### src/rtl/wb_pkg.sv
// rtl/wb_pkg.sv - shared Wishbone device types and limits
// Purpose: response kinds, device FSM states and the wait-state ceiling.
// Ports: none (package).
package wb_pkg;

    typedef enum logic [1:0] {
        WB_RESP_ACK,
        WB_RESP_RTY,
        WB_RESP_ERR
    } wb_resp_e;

    typedef enum logic [1:0] {
        WB_DEV_IDLE,
        WB_DEV_WAIT,
        WB_DEV_RESP
    } wb_dev_state_e;

    localparam int WB_MAX_WAIT_STATES = 15;

endpackage

### src/rtl/wb_classic_fifo_device_if.sv
// rtl/wb_classic_fifo_device_if.sv - Wishbone B4 classic bus bundle
// Purpose: groups the controller-to-device handshake and data signals.
// Ports: cyc/stb/we/dat_w driven by master; dat_r/ack/err/rty driven by slave.
interface wb_classic_fifo_device_if #(
    parameter int DAT_WIDTH = 8
);
    logic                 cyc;
    logic                 stb;
    logic                 we;
    logic [DAT_WIDTH-1:0] dat_w;
    logic [DAT_WIDTH-1:0] dat_r;
    logic                 ack;
    logic                 err;
    logic                 rty;

    modport master (
        output cyc, stb, we, dat_w,
        input  dat_r, ack, err, rty
    );

    modport slave (
        input  cyc, stb, we, dat_w,
        output dat_r, ack, err, rty
    );
endinterface

### src/rtl/sync_fifo.sv
// rtl/sync_fifo.sv - single-clock FIFO with occupancy count
// Purpose: DEPTH-entry FIFO, power-of-two depth so pointers wrap naturally.
// Ports: clk_i, rst_ni (async active-low), push_i/wdata_i, pop_i/rdata_o (head,
//        valid while not empty), level_o, full_o, empty_o.
module sync_fifo #(
    parameter int DAT_WIDTH = 8,
    parameter int DEPTH     = 4
) (
    input  logic                       clk_i,
    input  logic                       rst_ni,
    input  logic                       push_i,
    input  logic                       pop_i,
    input  logic [DAT_WIDTH-1:0]       wdata_i,
    output logic [DAT_WIDTH-1:0]       rdata_o,
    output logic [$clog2(DEPTH+1)-1:0] level_o,
    output logic                       full_o,
    output logic                       empty_o
);
    localparam int PTR_W = (DEPTH > 1) ? $clog2(DEPTH) : 1;
    localparam int LVL_W = $clog2(DEPTH + 1);
    localparam logic [LVL_W-1:0] FULL_LVL = LVL_W'(DEPTH);

    logic [DAT_WIDTH-1:0] mem_q [DEPTH];
    logic [DAT_WIDTH-1:0] mem_d [DEPTH];
    logic [PTR_W-1:0]     wr_ptr_q, wr_ptr_d;
    logic [PTR_W-1:0]     rd_ptr_q, rd_ptr_d;
    logic [LVL_W-1:0]     level_q, level_d;
    logic                 do_push, do_pop;

    assign full_o  = (level_q == FULL_LVL);
    assign empty_o = (level_q == '0);
    assign level_o = level_q;
    assign rdata_o = mem_q[rd_ptr_q];

    always_comb begin
        mem_d    = mem_q;
        wr_ptr_d = wr_ptr_q;
        rd_ptr_d = rd_ptr_q;
        level_d  = level_q;
        // Blocked operations are dropped here so the FIFO stays consistent
        // even if a user requests push on full or pop on empty.
        do_push  = push_i && !full_o;
        do_pop   = pop_i && !empty_o;
        if (do_push) begin
            mem_d[wr_ptr_q] = wdata_i;
            wr_ptr_d        = wr_ptr_q + 1'b1;
        end
        if (do_pop) begin
            rd_ptr_d = rd_ptr_q + 1'b1;
        end
        case ({do_push, do_pop})
            2'b10:   level_d = level_q + 1'b1;
            2'b01:   level_d = level_q - 1'b1;
            default: level_d = level_q;
        endcase
    end

    always_ff @(posedge clk_i or negedge rst_ni) begin
        if (!rst_ni) begin
            mem_q    <= '{default: '0};
            wr_ptr_q <= '0;
            rd_ptr_q <= '0;
            level_q  <= '0;
        end else begin
            mem_q    <= mem_d;
            wr_ptr_q <= wr_ptr_d;
            rd_ptr_q <= rd_ptr_d;
            level_q  <= level_d;
        end
    end
endmodule

### src/rtl/wb_classic_fifo_device.sv
// rtl/wb_classic_fifo_device.sv - Wishbone classic responder fronting a FIFO
// Purpose: writes push, reads pop; registered response after WAIT_STATES+1
//          cycles; blocked accesses answered with rty (FULL_ERR=0) or err.
// Ports: clk_i, rst_ni (async active-low), wb (slave modport: cyc/stb/we/dat_w
//        in, dat_r/ack/err/rty out), level_o, full_o, empty_o.
module wb_classic_fifo_device
    import wb_pkg::*;
#(
    parameter int DAT_WIDTH   = 8,
    parameter int DEPTH       = 4,
    parameter int WAIT_STATES = 0,
    parameter bit FULL_ERR    = 1'b0
) (
    input  logic                       clk_i,
    input  logic                       rst_ni,
    wb_classic_fifo_device_if.slave    wb,
    output logic [$clog2(DEPTH+1)-1:0] level_o,
    output logic                       full_o,
    output logic                       empty_o
);
    localparam int CNT_W = $clog2(WB_MAX_WAIT_STATES + 1);
    localparam logic [CNT_W-1:0] WAIT_LAST =
        CNT_W'((WAIT_STATES > 0) ? WAIT_STATES - 1 : 0);
    localparam wb_resp_e BLOCKED_RESP = FULL_ERR ? WB_RESP_ERR : WB_RESP_RTY;

    wb_dev_state_e        state_q, state_d;
    logic [CNT_W-1:0]     cnt_q, cnt_d;
    logic                 we_q, we_d;
    logic [DAT_WIDTH-1:0] wdat_q, wdat_d;
    logic                 ack_q, ack_d, err_q, err_d, rty_q, rty_d;
    logic [DAT_WIDTH-1:0] rdat_q, rdat_d;

    logic                 enter_resp, cur_we, push, pop;
    logic [DAT_WIDTH-1:0] cur_dat, fifo_rdata;
    wb_resp_e             resp;

    sync_fifo #(.DAT_WIDTH(DAT_WIDTH), .DEPTH(DEPTH)) u_fifo (
        .clk_i   (clk_i),
        .rst_ni  (rst_ni),
        .push_i  (push),
        .pop_i   (pop),
        .wdata_i (cur_dat),
        .rdata_o (fifo_rdata),
        .level_o (level_o),
        .full_o  (full_o),
        .empty_o (empty_o)
    );

    always_comb begin
        state_d    = state_q;
        cnt_d      = cnt_q;
        we_d       = we_q;
        wdat_d     = wdat_q;
        enter_resp = 1'b0;
        // With no wait states the request is resolved on the detecting edge,
        // so the live bus values are used instead of the not-yet-latched ones.
        cur_we     = we_q;
        cur_dat    = wdat_q;
        push       = 1'b0;
        pop        = 1'b0;
        resp       = WB_RESP_ACK;
        rdat_d     = '0;
        ack_d      = 1'b0;
        err_d      = 1'b0;
        rty_d      = 1'b0;

        case (state_q)
            WB_DEV_IDLE: begin
                if (wb.cyc && wb.stb) begin
                    we_d    = wb.we;
                    wdat_d  = wb.dat_w;
                    cur_we  = wb.we;
                    cur_dat = wb.dat_w;
                    cnt_d   = '0;
                    if (WAIT_STATES == 0) enter_resp = 1'b1;
                    else                  state_d    = WB_DEV_WAIT;
                end
            end
            WB_DEV_WAIT: begin
                if (!wb.cyc)               state_d    = WB_DEV_IDLE;
                else if (cnt_q == WAIT_LAST) enter_resp = 1'b1;
                else                       cnt_d      = cnt_q + 1'b1;
            end
            WB_DEV_RESP: state_d = WB_DEV_IDLE;
            default:     state_d = WB_DEV_IDLE;
        endcase

        if (enter_resp) begin
            state_d = WB_DEV_RESP;
            if (cur_we) begin
                if (!full_o) push = 1'b1;
                else         resp = BLOCKED_RESP;
            end else begin
                if (!empty_o) begin
                    pop    = 1'b1;
                    rdat_d = fifo_rdata;
                end else begin
                    resp = BLOCKED_RESP;
                end
            end
            ack_d = (resp == WB_RESP_ACK);
            err_d = (resp == WB_RESP_ERR);
            rty_d = (resp == WB_RESP_RTY);
        end
    end

    always_ff @(posedge clk_i or negedge rst_ni) begin
        if (!rst_ni) begin
            state_q <= WB_DEV_IDLE;
            cnt_q   <= '0;
            we_q    <= 1'b0;
            wdat_q  <= '0;
            ack_q   <= 1'b0;
            err_q   <= 1'b0;
            rty_q   <= 1'b0;
            rdat_q  <= '0;
        end else begin
            state_q <= state_d;
            cnt_q   <= cnt_d;
            we_q    <= we_d;
            wdat_q  <= wdat_d;
            ack_q   <= ack_d;
            err_q   <= err_d;
            rty_q   <= rty_d;
            rdat_q  <= rdat_d;
        end
    end

    assign wb.ack   = ack_q;
    assign wb.err   = err_q;
    assign wb.rty   = rty_q;
    assign wb.dat_r = rdat_q;

`ifdef FAKE_WB_CONTROLLER
    logic any_resp;
    assign any_resp = ack_q || err_q || rty_q;

    a_one_resp_per_req : assert property (@(posedge clk_i) disable iff (!rst_ni)
        any_resp |=> !any_resp);
    a_resp_needs_req : assert property (@(posedge clk_i) disable iff (!rst_ni)
        any_resp |-> (state_q == WB_DEV_RESP));
    a_resp_exclusive : assert property (@(posedge clk_i) disable iff (!rst_ni)
        $onehot0({ack_q, err_q, rty_q}));
    a_resp_follows_req : assert property (@(posedge clk_i) disable iff (!rst_ni)
        (state_q == WB_DEV_IDLE && wb.cyc && wb.stb) |->
            ##[1:WAIT_STATES+1] (any_resp || state_q == WB_DEV_IDLE));
    a_level_bound : assert property (@(posedge clk_i)
        level_o <= ($clog2(DEPTH+1))'(DEPTH));
`endif
endmodule

### src/flat_wrapper.sv
// flat-port wrapper written by rule: the top's interface ports become plain ports
module wb_classic_fifo_device_flat import wb_pkg::*;
#(
    parameter int DAT_WIDTH   = 8,
    parameter int DEPTH       = 4,
    parameter int WAIT_STATES = 0,
    parameter bit FULL_ERR    = 1'b0
)
  (clk_i, rst_ni, level_o, full_o, empty_o, wb_cyc, wb_stb, wb_we, wb_dat_w, wb_dat_r, wb_ack, wb_err, wb_rty);
  wb_classic_fifo_device_if #(.DAT_WIDTH(DAT_WIDTH)) wb_i ();
  input  logic clk_i;
  input  logic rst_ni;
  output logic [$clog2(DEPTH+1)-1:0] level_o;
  output logic full_o;
  output logic empty_o;
  input wire logic [$bits(wb_i.cyc)-1:0] wb_cyc;
  input wire logic [$bits(wb_i.stb)-1:0] wb_stb;
  input wire logic [$bits(wb_i.we)-1:0] wb_we;
  input wire logic [$bits(wb_i.dat_w)-1:0] wb_dat_w;
  output wire logic [$bits(wb_i.dat_r)-1:0] wb_dat_r;
  output wire logic [$bits(wb_i.ack)-1:0] wb_ack;
  output wire logic [$bits(wb_i.err)-1:0] wb_err;
  output wire logic [$bits(wb_i.rty)-1:0] wb_rty;
  assign wb_i.cyc = wb_cyc;
  assign wb_i.stb = wb_stb;
  assign wb_i.we = wb_we;
  assign wb_i.dat_w = wb_dat_w;
  assign wb_dat_r = wb_i.dat_r;
  assign wb_ack = wb_i.ack;
  assign wb_err = wb_i.err;
  assign wb_rty = wb_i.rty;
  wb_classic_fifo_device #(.DAT_WIDTH(DAT_WIDTH), .DEPTH(DEPTH), .WAIT_STATES(WAIT_STATES), .FULL_ERR(FULL_ERR)) u_core (.clk_i(clk_i), .rst_ni(rst_ni), .wb(wb_i), .level_o(level_o), .full_o(full_o), .empty_o(empty_o));
endmodule
### config.mk
export PLATFORM = sky130hd
export DESIGN_NAME = wb_classic_fifo_device_flat
export DESIGN_NICKNAME = d
export VERILOG_FILES = /design/src/rtl/wb_pkg.sv /design/src/rtl/wb_classic_fifo_device_if.sv /design/src/rtl/sync_fifo.sv /design/src/rtl/wb_classic_fifo_device.sv /design/src/flat_wrapper.sv
export SDC_FILE = /design/constraint.sdc
export NUM_CORES = 1
export LEC_CHECK = 0
export BUFFER_PORTS_ARGS = -buffer_cell sky130_fd_sc_hd__buf_4
export CAP_MARGIN = 20
export CORE_ASPECT_RATIO = 1.2
export CORE_UTILIZATION = 50
export CTS_CLUSTER_SIZE = 10
export DETAILED_ROUTE_END_ITERATION = 8
export HOLD_SLACK_MARGIN = 0.03
export PLACE_DENSITY_LB_ADDON = 0.12
export SETUP_SLACK_MARGIN = 0.2
export SYNTH_ARGS = -nofsm -noshare
export SYNTH_HDL_FRONTEND = slang
export SYNTH_SLANG_ARGS = --single-unit
### constraint.sdc
create_clock -name clk_i -period 2 [get_ports clk_i]
set_input_delay 0.2 -clock clk_i [delete_from_list [all_inputs] [get_ports clk_i]]
set_output_delay 0.2 -clock clk_i [all_outputs]
set_load 0.02 [all_outputs]
==> reports/results.ini, run 1 <==
[timing]
rsz0062_at_grt=true
fin_ws_ps=-16.1
hold_viol=0
clock.fmax_mhz=496
fin_worst_skew_ps=8.17
worstMarginPinSlew_ps=706
whs_ps=165
maxSlewHeadroom=0.529
fin_crit_ps=2020
setup_viol=1
fin_tns_setup_ps=-16.1
period_share=1.01
maxSlewViolCount=0

[flow_run]
maxCapViolCount=0

[synthesis]
synth_area_mm2=0.00254
synth.distinct_cells=23
ys.warnings.count=0
ys_ff_latch=58
seq_area_frac_synth=0.570
netlist_instances=159
postSynthAreaPerCell_um2=16.0
syn_nets=178

[route]
dr.pass1.iters=4
drc_errors=0
wl_met3_um=195
viasPerCell=5.27
vias=1440
route.met2.wl_um=2500
topRoutingLayerUsed=met4
ant_nets=0
totalWireLength_um=4780
wl_met1_um=2050
drt_iter0_drc=64
post_drt_wl_per_cell_um=17.5

[floorplanning]
dieArea_mm2=0.00538
coreArea_mm2=0.00490
start_util=0.519
fp.dieW_um=67.1
die_y_um=80.2
rows=28
ios=29

[worst_setup_path]
end_kind=flop
slowest_delay_ps=390
r2r_slack_ps=-20
crit_fanout=2
slowest_stage=dfrtp_1
worstPathRequired_ps=2250
criticalPathCategory=flop to flop
worstPathCellList=nand3b_4 -> or3_4 -> inv_2 -> ha_4 -> inv_2 -> fa_2 -> xor2_1 -> nor2_1 -> xor2_1
startpoint_type=flop
arrival_ps=2270

[placement]
gp_congestion=0.706
place_hpwl_um=3160
dpl_cell_area_mm2=0.00291
place_ws_ps=-59.5
io_buffers=27

[hold_path]
min_path_type=input pin to flop

[clocking]
cts_sinks=58
clkSlewWorstSetupHoldPaths_ps=60
cts_tree=done
clock_latency_ps=330
cts_buffer_depth=2
ctsHtreeMaxLevel=3
cts_root_buf=clkbuf_8
cts_buffers=9

[run_status]
status=complete, but fails checks
failed_checks=negative setup slack

[layout]
nNetsFinal=227
final_cell_mix=dfrtp_1, mux2_2, buf_4
layout_commonest_cell=dfrtp_1
multiInputGateArea_mm2=0.00107
fillers=361
layout.area.seq_mm2=0.00145
final_cell_area_mm2=0.00320
syn_to_final_growth_pct=25.6
drive_above_1_share=0.573
diodes=0

[power]
p_leak_nw=1.49
power.total_w=0.00454
max-vdd-ir-drop_mv=0.864
powerDensity_mw_per_mm2=1420

[global_route]
grt_pass1_vias=1565
gr-usage-all-layers=0.208
antenna_found_initial=0
grt_overflow_total=0
grt_pass1_wl_um=7820
grt_max_degree=59

cells by family (layout without fill, tap and decap cells):
family	count (synthesis)	count (layout)	share of synthesized area
adder cells (fa/ha/maj)	6	6	0.0324
AND/OR/NAND/NOR	23	23	0.0875
buffers and inverters	14	68	0.0251
flip-flops	58	58	0.570
multiplexers	50	50	0.259
XOR/XNOR	7	7	0.0241
other	1	1	0.00147
state kept, by name, summed over array words and instances, names as in the netlist:
| signal | count |
|---|---|
| u_core.state_q | 1 |
| u_core.wb.rty | 1 |
| u_core.wb.dat_r | 8 |
| u_core.wdat_q | 8 |
| u_core.u_fifo.mem_q | 32 |
| u_core.u_fifo.level_o | 3 |
| u_core.u_fifo.rd_ptr_q | 2 |
| u_core.wb.ack | 1 |
| u_core.u_fifo.wr_ptr_q | 2 |
power by group:
group | internal, W | switching, W
combinational | 0.000901 | 0.000548
clock | 0.000731 | 0.000447
sequential | 0.00161 | 0.000300
metal layers:
layer | vias up | GRT usage
met5 | - | 0
met4 | 0 | 0.0830
met3 | 5 | 0.0639
met2 | 30 | 0.338
met1 | 747 | 0.254
li1 | 658 | -
worst max-delay path, delay by kind of cell, from the launching register on:
| kind | cells | cell delay (ps) |
|---|---|---|
| simple gates | 3 | 670 |
| fa+ha+maj | 2 | 450 |
| flops | 1 | 390 |
| xor+xnor | 2 | 310 |
| buf+inv | 2 | 110 |
cells in the mapped netlist:
cell type | number | area share
inv_1 | 8 | 0.012
nor4_1 | 1 | 0.0025
buf_4 | 2 | 0.0059
buf_1 | 1 | 0.0015
nand4b_4 | 1 | 0.0093
or3_1 | 1 | 0.0025
nor2_1 | 3 | 0.0044
xor2_1 | 3 | 0.010
mux2_4 | 2 | 0.012
nor2b_1 | 8 | 0.020
xnor2_1 | 4 | 0.014
nor3_1 | 2 | 0.0039
ha_1 | 5 | 0.025
mux2_2 | 39 | 0.17
nor3b_4 | 5 | 0.037
conb_1 | 1 | 0.0015
mux4_2 | 8 | 0.071
mux2i_1 | 1 | 0.0039
nand3b_2 | 1 | 0.0044
or4b_1 | 1 | 0.0039
fa_1 | 1 | 0.0079
buf_2 | 3 | 0.0059
dfrtp_1 | 58 | 0.57
cell type report:
type,instances,area share
tap,60,0.0235
timing repair buffer,44,0.109
sequential,58,0.455
clock inverter,5,0.0243
clock buffer,11,0.0442
multi-input combinational,87,0.335
inverter,8,0.00940
worst paths after layout:
path                                        start                       end  cells after the start
min in group asynchronous                  rst_ni  u_core.u_fifo.level_o[2]                      2
hold / removal                        wb_dat_w[1]          u_core.wdat_q[1]                      2
max in group asynchronous                  rst_ni  u_core.u_fifo.level_o[0]                      2
setup reg to reg                u_core.state_q[1]  u_core.u_fifo.level_o[2]                      9
setup / recovery                u_core.state_q[1]  u_core.u_fifo.level_o[2]                      9
hold reg to reg            u_core.u_fifo.mem_q[1]    u_core.u_fifo.mem_q[1]                      1
timing repair:
action	in CTS	in global routing
setup buffers	1	2
pin swaps	3	1
resized for setup	4	4
hold buffers	1	0
endpoints found under the hold margin	58	0
setup endpoints to repair	2	29
per-stage QoR:
stage / cells / util
finish: 273 / 0.652
global route: 273 / 0.652
CTS: 271 / 0.645
detailed placement: 253 / 0.593
global placement: 253 / 0.593
floorplan: 159 / -
Note: power is estimated with default switching activity, not from simulation.
==> inputs of run 2 (changes only) <==
--- a/config.mk
+++ b/config.mk
@@ -7,12 +7,12 @@
 export LEC_CHECK = 0
 export BUFFER_PORTS_ARGS = -buffer_cell sky130_fd_sc_hd__buf_4
 export CAP_MARGIN = 20
-export CORE_ASPECT_RATIO = 1.2
+export CORE_ASPECT_RATIO = 1.1
 export CORE_UTILIZATION = 50
 export CTS_CLUSTER_SIZE = 10
 export DETAILED_ROUTE_END_ITERATION = 8
 export HOLD_SLACK_MARGIN = 0.03
-export PLACE_DENSITY_LB_ADDON = 0.12
+export PLACE_DENSITY = 0.73
 export SETUP_SLACK_MARGIN = 0.2
 export SYNTH_ARGS = -nofsm -noshare
 export SYNTH_HDL_FRONTEND = slang
==> reports/results.ini, run 2 (synthesis gave the netlist of run 1 again) <==
[run_status]
status=completed

[worst_setup_path]
crit_fanout=2
criticalPathCategory=flop to flop
path_delay_family=simple AND/OR/NAND/NOR gates
end_kind=flop
slowest_delay_ps=380
startpoint_type=flop
arrival_ps=2220
critPathBufInv=2
worstPathRequired_ps=2260
worstPathCellList=nand3b_4 -> or3_4 -> inv_2 -> ha_4 -> inv_2 -> fa_2 -> xor2_1 -> nor2_1 -> xor2_1
slowest_stage=dfrtp_1

[power]
p_sw_frac=0.285
power.total_w=0.00463
combinationalPowerShare=0.312
seq_power_share=0.418
max-vdd-ir-drop_mv=0.682
p_leak_nw=1.48
powerDensity_mw_per_mm2=1460
p_int_w=0.00331
p_sw_w=0.00132
p_clk_frac=0.271

[layout]
largest_reg_flops=32
layout_commonest_cell=dfrtp_1
drive_above_1_share=0.571
post-route-util=0.662
diodes=0
nNetsFinal=224
final_cell_mix=dfrtp_1, buf_4, mux2_2
fillers=346
stdcell_count=266
syn_to_final_growth_pct=24.4
largest-register=u_core.u_fifo.mem_q

[timing]
period_share=0.978
worstMarginPinSlew_ps=710
rsz0062_at_grt=true
fin_ws_ps=43.9
fin_crit_ps=1960
hold_viol=0
clock.fmax_mhz=511
maxSlewViolCount=0
setup_viol=0
maxSlewHeadroom=0.527
fin_worst_skew_ps=9.49

[global_route]
grt_overflow_total=0
gr-usage-all-layers=0.206
grt_pass1_wl_um=8120
antenna_found_initial=0
grt_pass1_vias=1634
grt_max_degree=59

[placement]
gp_congestion=0.781
place_hpwl_um=3140
dp_cells=248
place_ws_ps=-43.4
io_buffers=27

[floorplanning]
die_y_um=76.8
dieArea_mm2=0.00538
ios=29
rows=26
coreArea_mm2=0.00478
start_util=0.532
fp.dieW_um=70.0

[route]
vias=1437
dr.pass1.iters=4
drc_errors=0
ant_nets=0
post_drt_wl_per_cell_um=17.9
drt_iter0_drc=47
viasPerCell=5.40
totalWireLength_um=4760

[clocking]
cts_root_buf=clkbuf_8
clkSlewWorstSetupHoldPaths_ps=70
cts_sinks=58
ctsHtreeMaxLevel=3
cts_buffer_depth=2
cts_buffers=9
clock_latency_ps=340
cts_tree=done

[hold_path]
min_path_type=input pin to flop

[flow_run]
maxCapViolCount=0

[run 2: cell types whose count changed in the layout (fill, tap and decap cells not counted), sizes merged]
cell	delta
buf	-3
clkbuf	+1
clkinv	-1
[run 2: per-layer routing]
metal,global-route usage,up-vias,routed length (µm)
li1,-,644,-
met1,0.245,747,1990
met2,0.344,36,2480
met3,0.0486,10,189
met4,0.110,0,100
met5,0,-,0
[run 2: repair_timing]
action,in CTS,in global routing
setup endpoints to repair,2,2
pin swaps,3,2
setup buffers,1,0
gates resized for setup,3,0
hold endpoints to repair,58,0
hold buffers,1,0
[run 2: cell type report]
cell class | instances | area (µm²) | share of cell area
clock buffers | 12 | 165 | 0.0522
multi-input cells | 87 | 1070 | 0.337
clock inverters | 4 | 72.6 | 0.0229
repair buffers | 41 | 310 | 0.0980
well taps | 56 | 70.1 | 0.0221
flip-flops and latches | 58 | 1450 | 0.459
inverters | 8 | 30.0 | 0.00948
[run 2: path summary, 6_finish.rpt]
kind / start / endpoint / slack, ps / depth (start not counted)
min in group asynchronous: rst_ni / u_core.u_fifo.level_o[1] / 460 / 2
setup / recovery: u_core.state_q[1] / u_core.u_fifo.level_o[2] / 40 / 9
hold reg to reg: u_core.u_fifo.mem_q[14] / u_core.u_fifo.mem_q[14] / 500 / 1
setup reg to reg: u_core.state_q[1] / u_core.u_fifo.level_o[2] / 40 / 9
max in group asynchronous: rst_ni / u_core.u_fifo.level_o[0] / 1040 / 2
hold / removal: wb_dat_w[3] / u_core.wdat_q[3] / 150 / 2
[run 2: worst register-to-register path, delay by kind of cell (launching register included)]
| family | cells | cell delay (ps) |
|---|---|---|
| buffers and inverters | 2 | 100 |
| flip-flops | 1 | 380 |
| AND/OR/NAND/NOR | 3 | 670 |
| XOR/XNOR | 2 | 290 |
| adder cells (fa/ha/maj) | 2 | 440 |
[run 2: stage by stage]
| stage | hold WS, ps | setup TNS, ps | area, µm² |
|---|---|---|---|
| global placement | 279 | 0 | 2900 |
| global route | 144 | -45.4 | 3170 |
| floorplan | -95.6 | -589 | 2570 |
| finish | 146 | 0 | 3170 |
| detailed placement | 307 | -43.4 | 2900 |
| CTS | 144 | 0 | 3170 |
[run 2: power groups by stage]
| stage | clock network (W) | logic [W] | registers, W |
|---|---|---|---|
| finish | 0.00125 | 0.00144 | 0.00193 |
| global route | 0.00132 | 0.00156 | 0.00200 |
| CTS | 0.00128 | 0.00146 | 0.00193 |
| detailed placement | 0 | 0.00144 | 0.00195 |
| global placement | 0 | 0.00137 | 0.00190 |
| floorplan | 0 | 0.00108 | 0.00187 |
==> inputs of run 3 (changes only) <==
--- a/config.mk
+++ b/config.mk
@@ -9,8 +9,9 @@
 export CAP_MARGIN = 20
 export CORE_ASPECT_RATIO = 1.1
 export CORE_UTILIZATION = 50
-export CTS_CLUSTER_SIZE = 10
+export CTS_CLUSTER_SIZE = 8
 export DETAILED_ROUTE_END_ITERATION = 8
+export GPL_TIMING_DRIVEN = 0
 export HOLD_SLACK_MARGIN = 0.03
 export PLACE_DENSITY = 0.73
 export SETUP_SLACK_MARGIN = 0.2
==> reports/results.ini, run 3 (synthesis gave the netlist of run 1 again) <==
[global_route]
antenna_found_initial=0
grt_max_degree=59
gr-usage-all-layers=0.197
grt_pass1_vias=1512
grt_pass1_wl_um=7710
grt_overflow_total=0

[power]
powerDensity_mw_per_mm2=1440
max-vdd-ir-drop_mv=0.631
p_leak_nw=1.54

[placement]
dpl_cell_area_mm2=0.00285
io_buffers=27
dp_cells=242
place_hpwl_um=2960
gp_congestion=0.763
place_ws_ps=-361

[clocking]
cts_buffer_depth=2
cts_root_buf=clkbuf_8
ctsHtreeMaxLevel=3
cts_buffers=9
cts_tree=done
cts_sinks=58
clock_latency_ps=330
clkSlewWorstSetupHoldPaths_ps=70

[timing]
fin_worst_skew_ps=7.98
whs_ps=166
maxSlewViolCount=0
setup_viol=1
fin_ws_ps=-50.8
rsz0062_at_grt=true
clock.fmax_mhz=488
period_share=1.03
fin_crit_ps=2050
worstMarginPinSlew_ps=707
hold_viol=0
maxSlewHeadroom=0.529

[layout]
post-route-util=0.689
final_cell_mix=dfrtp_1, buf_4, mux2_2
layout_commonest_cell=dfrtp_1
fillers=330
drive_above_1_share=0.577
largest-register=u_core.u_fifo.mem_q
largest_reg_flops=32
multiInputGateArea_mm2=0.00112
syn_to_final_growth_pct=29.5
layout.area.seq_mm2=0.00145
nNetsFinal=229
diodes=0
stdcell_count=271
final_cell_area_mm2=0.00330

[floorplanning]
coreArea_mm2=0.00478
fp.dieW_um=70.0
ios=29
die_y_um=76.8
rows=26
dieArea_mm2=0.00538
start_util=0.532

[worst_setup_path]
startpoint_type=flop
end_kind=flop
startpoint=u_core.state_q[1]
arrival_ps=2310
worstPathRequired_ps=2260
r2r_slack_ps=-50
r2r-start=u_core.state_q[1]
criticalPathCategory=flop to flop
crit_fanout=2

[run_status]
failed_checks=negative setup slack
status=complete, but fails checks

[route]
viasPerCell=5.23
drt_iter0_drc=52
totalWireLength_um=4800
dr.pass1.iters=4
post_drt_wl_per_cell_um=17.7
drc_errors=0
vias=1418
ant_nets=0

[hold_path]
hold_path_startpoint=wb_dat_w[3]
min_path_type=input pin to flop

[flow_run]
maxCapViolCount=0

==> run 3: cell types whose count changed in the layout (fill, tap and decap cells not counted), sizes merged <==
cell	before	now
buf	40	45
bufinv	2	3
clkbuf	12	10
clkinv	1	3
clkinvlp	1	0
==> run 3: cell type report <==
type	instances	area share
multi-input cells	87	0.340
inverters	8	0.00987
well taps	56	0.0213
plain buffers	6	0.0140
clock buffers	10	0.0387
flip-flops and latches	58	0.441
repair buffers	40	0.103
clock inverters	6	0.0319
==> run 3: critical path, stage by stage (launching register included) <==
cell and delay, ps:
dfrtp_1 380, nand3b_4 160, or3_4 370, buf_6 130, inv_4 50, ha_4 120
inv_2 30, fa_2 320, xor2_1 150, nor2_1 120, xor2_1 140
==> run 3: worst paths after layout <==
| kind | endpoint | cells past startpoint |
|---|---|---|
| max | u_core.u_fifo.level_o[2] | 10 |
| min | u_core.wdat_q[3] | 2 |
| min reg2reg | u_core.u_fifo.mem_q[30] | 1 |
| max reg2reg | u_core.u_fifo.level_o[2] | 10 |
| min in group asynchronous | u_core.u_fifo.level_o[2] | 2 |
| max in group asynchronous | u_core.u_fifo.level_o[0] | 2 |
==> run 3: metrics by stage <==
stage / setup TNS [ps] / power (W)
after detailed placement: -590 / 0.00335
after CTS: -33.4 / 0.00476
after global placement: -507 / 0.00324
final: -50.8 / 0.00473
after floorplan: -589 / 0.00294
after global routing: -157 / 0.00498
==> run 3: timing repair <==
| action | CTS | global route |
|---|---|---|
| buffers inserted | 6 | 6 |
| pin swaps | 5 | 3 |
| endpoints found under the setup margin | 5 | 26 |
| gates resized for setup | 20 | 1 |
| endpoints found under the hold margin | 58 | 0 |
| hold buffers | 1 | 0 |
==> run 3: power by group <==
part / total, W / internal [W] / switching (W) / leakage, nW
clock network: 0.00127 / 0.000821 / 0.000446 / 0.120
logic: 0.00159 / 0.000970 / 0.000621 / 0.693
registers: 0.00187 / 0.00162 / 0.000257 / 0.728
==> run 3: metal layers <==
| metal | track usage | vias up | wire [µm] |
|---|---|---|---|
| li1 | - | 652 | - |
| met1 | 0.245 | 726 | 2110 |
| met2 | 0.316 | 32 | 2430 |
| met3 | 0.0447 | 8 | 172 |
| met4 | 0.112 | 0 | 82 |
| met5 | 0 | - | 0 |
